### src/rtl/vga_stream_if.sv
// Frame-buffer read port and video output bundle driven by vga_stream_gen.
interface vga_stream_if #(
   parameter int COLOR_W = 4,
   parameter int ADDR_W  = 19
);
   // pix_rd_en qualifies pixel_addr with no back-pressure: the buffer must
   // present the word on R_i/G_i/B_i exactly RD_LAT clocks after the strobe.
   logic [ADDR_W-1:0]  pixel_addr;
   logic               pix_rd_en;
   logic [COLOR_W-1:0] R_i, G_i, B_i;
   logic               h_synch, v_synch, de, frame_start;
   logic [COLOR_W-1:0] R_o, G_o, B_o;
   logic [10:0]        hcount, vcount;

   modport master (
      output pixel_addr, pix_rd_en, h_synch, v_synch, de, frame_start,
      output R_o, G_o, B_o, hcount, vcount,
      input  R_i, G_i, B_i
   );

   modport slave (
      input  pixel_addr, pix_rd_en, h_synch, v_synch, de, frame_start,
      input  R_o, G_o, B_o, hcount, vcount,
      output R_i, G_i, B_i
   );
endinterface

### src/rtl/vga_stream_gen.sv
// VGA timing generator with incremental frame-buffer addressing and read-latency compensation.
// Optional colour-bar test pattern: define VGA_STREAM_TESTPAT_EN (adds input test_mode).
module vga_stream_gen #(
   parameter int H_ACTIVE = 640,
   parameter int H_FP     = 16,
   parameter int H_SYNC   = 96,
   parameter int H_BP     = 48,
   parameter int V_ACTIVE = 480,
   parameter int V_FP     = 10,
   parameter int V_SYNC   = 2,
   parameter int V_BP     = 33,
   parameter int HS_POL   = 0,
   parameter int VS_POL   = 0,
   parameter int COLOR_W  = 4,
   parameter int ADDR_W   = 19,
   parameter int SCALE    = 0,
   parameter int RD_LAT   = 1
) (
   input  logic         clk,
   input  logic         rst_n,
   input  logic         en,
`ifdef VGA_STREAM_TESTPAT_EN
   input  logic         test_mode,
`endif
   vga_stream_if.master vid
);
   localparam int H_TOTAL  = H_ACTIVE + H_FP + H_SYNC + H_BP;
   localparam int V_TOTAL  = V_ACTIVE + V_FP + V_SYNC + V_BP;
   localparam int HS_START = H_ACTIVE + H_FP;
   localparam int HS_END   = HS_START + H_SYNC - 1;
   localparam int VS_START = V_ACTIVE + V_FP;
   localparam int VS_END   = VS_START + V_SYNC - 1;
   localparam int H_SRC    = H_ACTIVE >> SCALE;
   localparam int DLY      = RD_LAT + 1;
   localparam logic HS_ON  = (HS_POL != 0);
   localparam logic VS_ON  = (VS_POL != 0);

   if (SCALE > 0 && (((H_ACTIVE % (1 << SCALE)) != 0) || ((V_ACTIVE % (1 << SCALE)) != 0)))
   begin : g_bad_scale
      $error("vga_stream_gen: H_ACTIVE and V_ACTIVE must be divisible by 2**SCALE");
   end
   if (RD_LAT < 1 || RD_LAT > 4) begin : g_bad_lat
      $error("vga_stream_gen: RD_LAT must be in 1..4");
   end

   logic [10:0]       h_cnt, v_cnt;
   logic [ADDR_W-1:0] line_base;
   logic              h_last, v_last, line_end, base_step;
   logic              live, active_raw, rd_ok, hs_raw, vs_raw, fs_raw;

   assign h_last    = (h_cnt == 11'(H_TOTAL - 1));
   assign v_last    = (v_cnt == 11'(V_TOTAL - 1));
   assign line_end  = (h_cnt == 11'(H_ACTIVE - 1)) && (v_cnt < 11'(V_ACTIVE));
   // Source line advances only when the replicated line index changes.
   assign base_step = ((v_cnt + 11'd1) >> SCALE) != (v_cnt >> SCALE);

   always_ff @(posedge clk or negedge rst_n) begin
      if (!rst_n) begin
         h_cnt     <= '0;
         v_cnt     <= '0;
         line_base <= '0;
      end else if (!en) begin
         h_cnt     <= '0;
         v_cnt     <= '0;
         line_base <= '0;
      end else begin
         if (h_last) begin
            h_cnt <= '0;
            v_cnt <= v_last ? 11'd0 : v_cnt + 11'd1;
         end else begin
            h_cnt <= h_cnt + 11'd1;
         end
         if (h_last && v_last)
            line_base <= '0;
         else if (line_end && base_step)
            line_base <= line_base + ADDR_W'(H_SRC);
      end
   end

   // Reset gates the raw stage so nothing is fetched while rst_n is low.
   assign live       = en & rst_n;
   assign active_raw = live && (h_cnt < 11'(H_ACTIVE)) && (v_cnt < 11'(V_ACTIVE));
   assign hs_raw     = live && (h_cnt >= 11'(HS_START)) && (h_cnt <= 11'(HS_END));
   assign vs_raw     = live && (v_cnt >= 11'(VS_START)) && (v_cnt <= 11'(VS_END));
   assign fs_raw     = live && (h_cnt == 11'd0) && (v_cnt == 11'd0);

`ifdef VGA_STREAM_TESTPAT_EN
   assign rd_ok = active_raw & ~test_mode;
`else
   assign rd_ok = active_raw;
`endif

   assign vid.pix_rd_en  = rd_ok;
   assign vid.pixel_addr = rd_ok ? (line_base + ADDR_W'(h_cnt >> SCALE)) : '0;
   assign vid.hcount     = h_cnt;
   assign vid.vcount     = v_cnt;

   logic [DLY-1:0] de_p, hs_p, vs_p, fs_p;

   always_ff @(posedge clk or negedge rst_n) begin
      if (!rst_n) begin
         de_p <= '0;
         fs_p <= '0;
         hs_p <= {DLY{~HS_ON}};
         vs_p <= {DLY{~VS_ON}};
      end else begin
         de_p <= {de_p[DLY-2:0], active_raw};
         fs_p <= {fs_p[DLY-2:0], fs_raw};
         hs_p <= {hs_p[DLY-2:0], (hs_raw ? HS_ON : ~HS_ON)};
         vs_p <= {vs_p[DLY-2:0], (vs_raw ? VS_ON : ~VS_ON)};
      end
   end

`ifdef VGA_STREAM_TESTPAT_EN
   localparam int BAR_W = H_ACTIVE / 8;
   logic [2:0]          bar_raw;
   logic [DLY-1:0]      tp_p;
   logic [DLY-1:0][2:0] bar_p;
   logic [2:0]          bar_rgb;

   always_comb begin
      bar_raw = '0;
      for (int k = 1; k < 8; k++)
         if (h_cnt >= 11'(k * BAR_W)) bar_raw = 3'(k);
   end

   always_ff @(posedge clk or negedge rst_n) begin
      if (!rst_n) begin
         tp_p  <= '0;
         bar_p <= '0;
      end else begin
         tp_p  <= {tp_p[DLY-2:0], test_mode};
         bar_p <= {bar_p[DLY-2:0], bar_raw};
      end
   end

   // Bar order: white, yellow, cyan, green, magenta, red, blue, black ({R,G,B}).
   always_comb begin
      case (bar_p[RD_LAT-1])
         3'd0:    bar_rgb = 3'b111;
         3'd1:    bar_rgb = 3'b110;
         3'd2:    bar_rgb = 3'b011;
         3'd3:    bar_rgb = 3'b010;
         3'd4:    bar_rgb = 3'b101;
         3'd5:    bar_rgb = 3'b100;
         3'd6:    bar_rgb = 3'b001;
         default: bar_rgb = 3'b000;
      endcase
   end
`endif

   logic [COLOR_W-1:0] r_q, g_q, b_q;

   // Stage RD_LAT-1 travels with the word now arriving from the buffer.
   always_ff @(posedge clk or negedge rst_n) begin
      if (!rst_n) begin
         r_q <= '0;
         g_q <= '0;
         b_q <= '0;
      end else if (!de_p[RD_LAT-1]) begin
         r_q <= '0;
         g_q <= '0;
         b_q <= '0;
      end
`ifdef VGA_STREAM_TESTPAT_EN
      else if (tp_p[RD_LAT-1]) begin
         r_q <= {COLOR_W{bar_rgb[2]}};
         g_q <= {COLOR_W{bar_rgb[1]}};
         b_q <= {COLOR_W{bar_rgb[0]}};
      end
`endif
      else begin
         r_q <= vid.R_i;
         g_q <= vid.G_i;
         b_q <= vid.B_i;
      end
   end

   assign vid.de          = de_p[DLY-1];
   assign vid.frame_start = fs_p[DLY-1];
   assign vid.h_synch     = hs_p[DLY-1];
   assign vid.v_synch     = vs_p[DLY-1];
   assign vid.R_o         = r_q;
   assign vid.G_o         = g_q;
   assign vid.B_o         = b_q;
endmodule

### src/flat_wrapper.sv
// flat-port wrapper written by rule: the top's interface ports become plain ports
module vga_stream_gen_flat 
#(
   parameter int H_ACTIVE = 640,
   parameter int H_FP     = 16,
   parameter int H_SYNC   = 96,
   parameter int H_BP     = 48,
   parameter int V_ACTIVE = 480,
   parameter int V_FP     = 10,
   parameter int V_SYNC   = 2,
   parameter int V_BP     = 33,
   parameter int HS_POL   = 0,
   parameter int VS_POL   = 0,
   parameter int COLOR_W  = 4,
   parameter int ADDR_W   = 19,
   parameter int SCALE    = 0,
   parameter int RD_LAT   = 1
)
  (clk, rst_n, en, vid_pixel_addr, vid_pix_rd_en, vid_h_synch, vid_v_synch, vid_de, vid_frame_start, vid_R_o, vid_G_o, vid_B_o, vid_hcount, vid_vcount, vid_R_i, vid_G_i, vid_B_i);
  vga_stream_if #(.COLOR_W(COLOR_W), .ADDR_W(ADDR_W)) vid_i ();
  input  logic clk;
  input  logic rst_n;
  input  logic en;
  output wire logic [$bits(vid_i.pixel_addr)-1:0] vid_pixel_addr;
  output wire logic [$bits(vid_i.pix_rd_en)-1:0] vid_pix_rd_en;
  output wire logic [$bits(vid_i.h_synch)-1:0] vid_h_synch;
  output wire logic [$bits(vid_i.v_synch)-1:0] vid_v_synch;
  output wire logic [$bits(vid_i.de)-1:0] vid_de;
  output wire logic [$bits(vid_i.frame_start)-1:0] vid_frame_start;
  output wire logic [$bits(vid_i.R_o)-1:0] vid_R_o;
  output wire logic [$bits(vid_i.G_o)-1:0] vid_G_o;
  output wire logic [$bits(vid_i.B_o)-1:0] vid_B_o;
  output wire logic [$bits(vid_i.hcount)-1:0] vid_hcount;
  output wire logic [$bits(vid_i.vcount)-1:0] vid_vcount;
  input wire logic [$bits(vid_i.R_i)-1:0] vid_R_i;
  input wire logic [$bits(vid_i.G_i)-1:0] vid_G_i;
  input wire logic [$bits(vid_i.B_i)-1:0] vid_B_i;
  assign vid_pixel_addr = vid_i.pixel_addr;
  assign vid_pix_rd_en = vid_i.pix_rd_en;
  assign vid_h_synch = vid_i.h_synch;
  assign vid_v_synch = vid_i.v_synch;
  assign vid_de = vid_i.de;
  assign vid_frame_start = vid_i.frame_start;
  assign vid_R_o = vid_i.R_o;
  assign vid_G_o = vid_i.G_o;
  assign vid_B_o = vid_i.B_o;
  assign vid_hcount = vid_i.hcount;
  assign vid_vcount = vid_i.vcount;
  assign vid_i.R_i = vid_R_i;
  assign vid_i.G_i = vid_G_i;
  assign vid_i.B_i = vid_B_i;
  vga_stream_gen #(.H_ACTIVE(H_ACTIVE), .H_FP(H_FP), .H_SYNC(H_SYNC), .H_BP(H_BP), .V_ACTIVE(V_ACTIVE), .V_FP(V_FP), .V_SYNC(V_SYNC), .V_BP(V_BP), .HS_POL(HS_POL), .VS_POL(VS_POL), .COLOR_W(COLOR_W), .ADDR_W(ADDR_W), .SCALE(SCALE), .RD_LAT(RD_LAT)) u_core (.clk(clk), .rst_n(rst_n), .en(en), .vid(vid_i));
endmodule
### config.mk
export PLATFORM = sky130hd
export DESIGN_NAME = vga_stream_gen_flat
export DESIGN_NICKNAME = d
export VERILOG_FILES = /design/src/rtl/vga_stream_if.sv /design/src/rtl/vga_stream_gen.sv /design/src/flat_wrapper.sv
export SDC_FILE = /design/constraint.sdc
export NUM_CORES = 1
export LEC_CHECK = 0
export CAP_MARGIN = 5
export CORE_MARGIN = 5
export CORE_UTILIZATION = 45
export DETAILED_ROUTE_END_ITERATION = 6
export HOLD_SLACK_MARGIN = 0.03
export PLACE_DENSITY = 0.72
export SETUP_SLACK_MARGIN = 0.4
export SLEW_MARGIN = 30
export SYNTH_ARGS = -nofsm -noshare
export SYNTH_HDL_FRONTEND = slang
export SYNTH_SLANG_ARGS = --single-unit
export TNS_END_PERCENT = 5
### constraint.sdc
create_clock -name clk -period 3.6 [get_ports clk]
set_input_delay 1.08 -clock clk [delete_from_list [all_inputs] [get_ports clk]]
set_output_delay 1.08 -clock clk [all_outputs]
set_load 0.01 [all_outputs]
Word level (Yosys, flattened, before mapping)
Index checks and enable logic that the tools add are counted.
{"block": "word_totals", "ff_bits": 61, "elab_cells": 54, "out_inout_bits": 58, "in_bits": 15}
{"block": "op_classes", "n_addsub": 4, "n_bitwise": 1, "reduce_logical": 13, "eq_ne": 6, "order_cmp": 6, "n_mux": 14}
{"cell": "$mux 19", "count": 4}
{"cell": "$mux 11", "count": 5}
{"cell": "$eq 11x10->1 const B", "count": 3}
{"cell": "$add 11x1->11 const B", "count": 2}
{"cell": "$logic_not 11->1", "count": 2}
{"cell": "$add 19x10->19 const B", "count": 1}
{"cell": "$add 19x11->19", "count": 1}
{"cell": "$mux 4", "count": 3}
{"cell": "$ge 11x10->1 const B", "count": 1}
{"cell": "$ge 11x9->1 const B", "count": 1}
{"cell": "$le 11x10->1 const B", "count": 1}
{"cell": "$le 11x9->1 const B", "count": 1}
{"cell": "$logic_and 1x1->1", "count": 11}
{"cell": "$lt 11x10->1 const B", "count": 1}
{"cell": "$lt 11x9->1 const B", "count": 1}
{"cell": "$ne 11x11->1", "count": 1}
{"cell": "$ne 3x1->1 const B", "count": 1}
{"cell": "$mux 1", "count": 2}
{"cell": "$ne 2x1->1 const B", "count": 1}
{"cell": "$and 1x1->1", "count": 1}

Depth between registers and ports, before layout
{"block": "depth", "depth_word": 6, "ltp_mapped": 7, "mapped_depth_nobuf": 6}

Worst setup path after synthesis
Ideal clock, no wire load.
{"block": "synth_path", "path_type": "input to output", "start": "in en", "end": "out vid_pixel_addr[14]", "slack_ns": -0.081, "cell_stages": 7, "arrival_ns": 2.601, "t_required_ns": 2.520, "path_buffers": 2, "path_cell_list": "clkbuf_1 nand4bb_1 or4b_1 clkbuf_1 inv_2 nand2_1 o21ai_0"}
{"block": "synth_between", "elab_chain_len": 4}
{"item": "from (decl)", "line": "flat_wrapper.sv:23", "rtl": "input logic en;"}
{"item": "$and 1x1->1", "line": "vga_stream_gen.sv:81", "rtl": "assign live = en & rst_n;"}
{"item": "$logic_and 1x1->1 (2 in a row)", "line": "vga_stream_gen.sv:82", "rtl": "assign active_raw = live && (h_cnt < 11'(H_ACTIVE)) && (v_cnt < 11'(V_ACTIVE));"}
{"item": "via vid_pix_rd_en", "line": "flat_wrapper.sv:25", "rtl": "output wire logic [$bits(vid_i.pix_rd_en)-1:0] vid_pix_rd_en;"}
{"item": "$mux 19", "line": "vga_stream_gen.sv:94", "rtl": "assign vid.pixel_addr = rd_ok ? (line_base + ADDR_W'(h_cnt >> SCALE)) : '0;"}
{"item": "to (decl)", "line": "flat_wrapper.sv:24", "rtl": "output wire logic [$bits(vid_i.pixel_addr)-1:0] vid_pixel_addr;"}
The timed path passes the listed nets, and every way through them passes these cells.

Worst setup path after layout
{"block": "layout_path", "start": "in rst_n", "end": "out vid_pixel_addr[14]"}
{"block": "layout_between", "elab_chain_len": 4}
{"item": "from (decl)", "line": "flat_wrapper.sv:22", "rtl": "input logic rst_n;"}
{"item": "$and 1x1->1", "line": "vga_stream_gen.sv:81"}
{"item": "$logic_and 1x1->1 (2 in a row)", "line": "vga_stream_gen.sv:82"}
{"item": "$mux 19", "line": "vga_stream_gen.sv:94"}
Every way passes these cells.

==> metrics.yaml <==
timing:
  rsz0062_at_grt: "yes"
  fmax_mhz: 282
  worst_hold_slack_ns: 0.360
  setup_viol: 0
  maxSlewHeadroom: 0.536
  fin_crit_ns: 3.55
  tightestPinTransition_ns: 0.696
  hold_viol: 0
  maxSlewViolCount: 0
  skew_ns: 0.00746
  period_share: 0.986
synth:
  synth_cells: 330
  ys_seq_area_frac: 0.443
  syn_area_sq_um: 3060
  async_flop_share: 1.00
  synth-edff-count: 0
  avgSynthCellArea_sq_um: 9.27
  syn_nets: 355
  synth_xor_area_frac: 0.0401
  synth.distinct_cells: 48
  synth_fa_ha_area_frac: 0.0409
  synth_top_family_by_area: "simple AND/OR/NAND/NOR gates"
  synth_compound_area_frac: 0.161
  synthFlopType: "dfrtp_1"
  synth-seq-cells: 54
  synth_mux_area_frac: 0.00654
  synth-simple-area-share: 0.261
  yosysWarnings: 0
route:
  dr_wl_met2_um: 3810
  ant_nets: 0
  highest_layer: "met4"
  met1_length_um: 3630
  vias: 2822
  drc: 0
  wl_um: 8040
  wl_per_cell_um: 16.4
  viasPerCell: 5.76
  drt-pass1-iter-count: 4
  drtIter0Drc: 142
  routed-wl-met3_um: 445
cts:
  htreeDepth: 2
  clkLatencyLatePin_ns: 0.32
  numClockSinks: 54
  cts_tree: "yes"
  cts_buffers: 5
  cts_buffer_depth: 2
  clock-root-buffer: "clkbuf_8"
  cts.clk_slew.worst_paths_ns: 0.10
grt:
  grt_max_degree: 56
  grt_antenna_before_repair: 0
  grt_pass1_wl_um: 13900
  grt_pass1_vias: 2801
  grt_usage: 0.200
  overflow: 0
setup_path:
  critPathMaxFanout: 4
  rr_worst_depth: 5
  r2r_slack_ns: 0.95
  start_kind: "input pin"
  rr_endpoint: "u_core.line_base[16]"
  critPathArrivalTime_ns: 2.47
  worstPathRequired_ns: 2.52
  endpoint_kind: "output pin"
  crit-reg2reg-launch: "u_core.vid.hcount[1]"
  critical_path_class: "in -> out"
placed_design:
  port_buffers: 72
  gp_congestion: 0.856
  hpwl_um: 5870
cells_and_area:
  seqCellArea_sq_um: 1360
  n_fill_cell: 586
  nNetsFinal: 434
  layout-drive-gt1-share: 0.190
  syn_to_final_growth_pct: 33.8
  antenna_cells: 0
  fin_util: 0.609
  multi_input_area_sq_um: 1640
pwr:
  ir_drop_uv: 178
  power.density_nw_per_um2: 279
  power_leakage_nw: 1.70
floorplanning:
  die_area_sq_um: 8550
  rows: 30
  die_x_um: 92.5
  core_region_area_sq_um: 6720
  start_util: 0.455
  die_h_um: 92.5
  ios: 73
worst_hold_path:
  holdPathEnd: "u_core.fs_p[1]"
  hold_depth: 0
  min_path_type: "reg -> reg"
  min_from: "u_core.fs_p[0]"
flow_run:
  max_cap_violations: 0
outcome:
  status: "complete, no violations"
[area by class of cell]
class / count / share of cell area
Timing Repair Buffer: 93 / 0.205
Multi-Input combinational cell: 244 / 0.400
Clock inverter: 3 / 0.0107
Tap cell: 80 / 0.0245
Sequential cell: 54 / 0.331
Inverter: 11 / 0.0113
Clock buffer: 5 / 0.0168
[cell usage after synthesis (all sizes together), types with 2 or more instances]
library cell | number | area share
a2111o | 2 | 0.0074
a21o | 4 | 0.0098
a21oi | 29 | 0.047
a31oi | 5 | 0.010
and2 | 17 | 0.035
and3 | 5 | 0.010
and4 | 3 | 0.0086
buf | 6 | 0.014
clkbuf | 15 | 0.019
dfrtp | 50 | 0.41
dfstp | 4 | 0.034
ha | 10 | 0.041
inv | 11 | 0.013
mux2i | 2 | 0.0065
nand2 | 18 | 0.022
nand2b | 3 | 0.0061
nand3 | 17 | 0.028
nand4 | 12 | 0.025
nand4b | 2 | 0.0057
nor2 | 22 | 0.027
nor3 | 5 | 0.0082
nor4 | 5 | 0.010
o2111ai | 2 | 0.0057
o211ai | 4 | 0.0098
o21ai | 17 | 0.028
o31ai | 9 | 0.022
o41ai | 3 | 0.015
or3 | 12 | 0.025
or4 | 10 | 0.026
or4b | 2 | 0.0065
xnor2 | 7 | 0.020
xor2 | 7 | 0.020
[logic make-up after synthesis]
logic type	Yosys count
and+or+nand+nor	140
AOI/OAI and AO/OA	77
DFF	54
buffers and inverters	32
xor gates and xnor gates	14
adders and majority gates	10
muxes	2
other	1
[timing repair]
action	in CTS	in global routing
setup endpoints to repair	20	20
pin swaps	5	3
gates resized for setup	89	2
hold buffers	0	0
setup buffers	3	1
[layer usage]
layer | vias up | GRT usage
li1 | 1367 | -
met1 | 1335 | 0.268
met2 | 102 | 0.329
met3 | 18 | 0.0398
met4 | 0 | 0.0594
met5 | - | 0
[power breakdown]
part,switching [mW],internal [mW]
sequential,0.00856,0.617
combinational,0.0501,0.0528
clock,0.205,0.209
total,0.264,0.878
[stage by stage]
| stage | setup TNS, ns | setup slack, ns | cell area (sq um) | total power, mW | std cells |
|---|---|---|---|---|---|
| 2_1_floorplan | 0 | 0.197 | 3120 | 0.674 | 330 |
| 3_3_place_gp | -13.99 | -0.789 | 3950 | 0.733 | 478 |
| 3_5_place_dp | -14.87 | -0.833 | 3950 | 0.734 | 478 |
| 4_1_cts | -0.246 | -0.149 | 4070 | 1.15 | 489 |
| 5_1_grt | 0 | 0.0164 | 4090 | 1.19 | 490 |
| 6_report | 0 | 0.0517 | 4090 | 1.14 | 490 |
[worst max-delay path by stage]
| stage | from | slack [ns] | to |
|---|---|---|---|
| after global routing | rst_n | 0.02 | vid_pixel_addr[14] |
| after CTS | rst_n | -0.15 | vid_pixel_addr[14] |
| final | rst_n | 0.05 | vid_pixel_addr[14] |
| after global placement | en | -0.79 | vid_pixel_addr[14] |
| after detailed placement | en | -0.83 | vid_pixel_addr[14] |
| after floorplan | en | 0.20 | vid_pixel_addr[14] |
[sequential cells by signal (all words and copies together) (netlist names)]
signal and cells:
u_core.line_base 12, u_core.vid.hcount 11, u_core.vid.vcount 11, u_core.vid.B_o 4, u_core.vid.G_o 4, u_core.vid.R_o 4
u_core.de_p 2, u_core.fs_p 2, u_core.hs_p 2, u_core.vs_p 2
[layout by cell type (no fill, tap or decap), drive strengths merged, types with 12 or more instances in the layout]
master / Yosys / final
and2: 17 / 17
a21oi: 29 / 29
nand2: 18 / 18
buf: 6 / 37
nand3: 17 / 17
or3: 12 / 12
nor2: 22 / 22
nand4: 12 / 12
inv: 11 / 12
dfrtp: 50 / 50
o21ai: 17 / 17
clkdlybuf4s50: 0 / 50
[critical path, cell delays in order]
cell and delay, ns:
buf_6 0.09, nand4bb_4 0.11, or4b_4 0.54, buf_6 0.14, a2111o_1 0.30, o21ai_2 0.07, buf_2 0.14
Note: power is estimated with default switching activity, not from simulation.
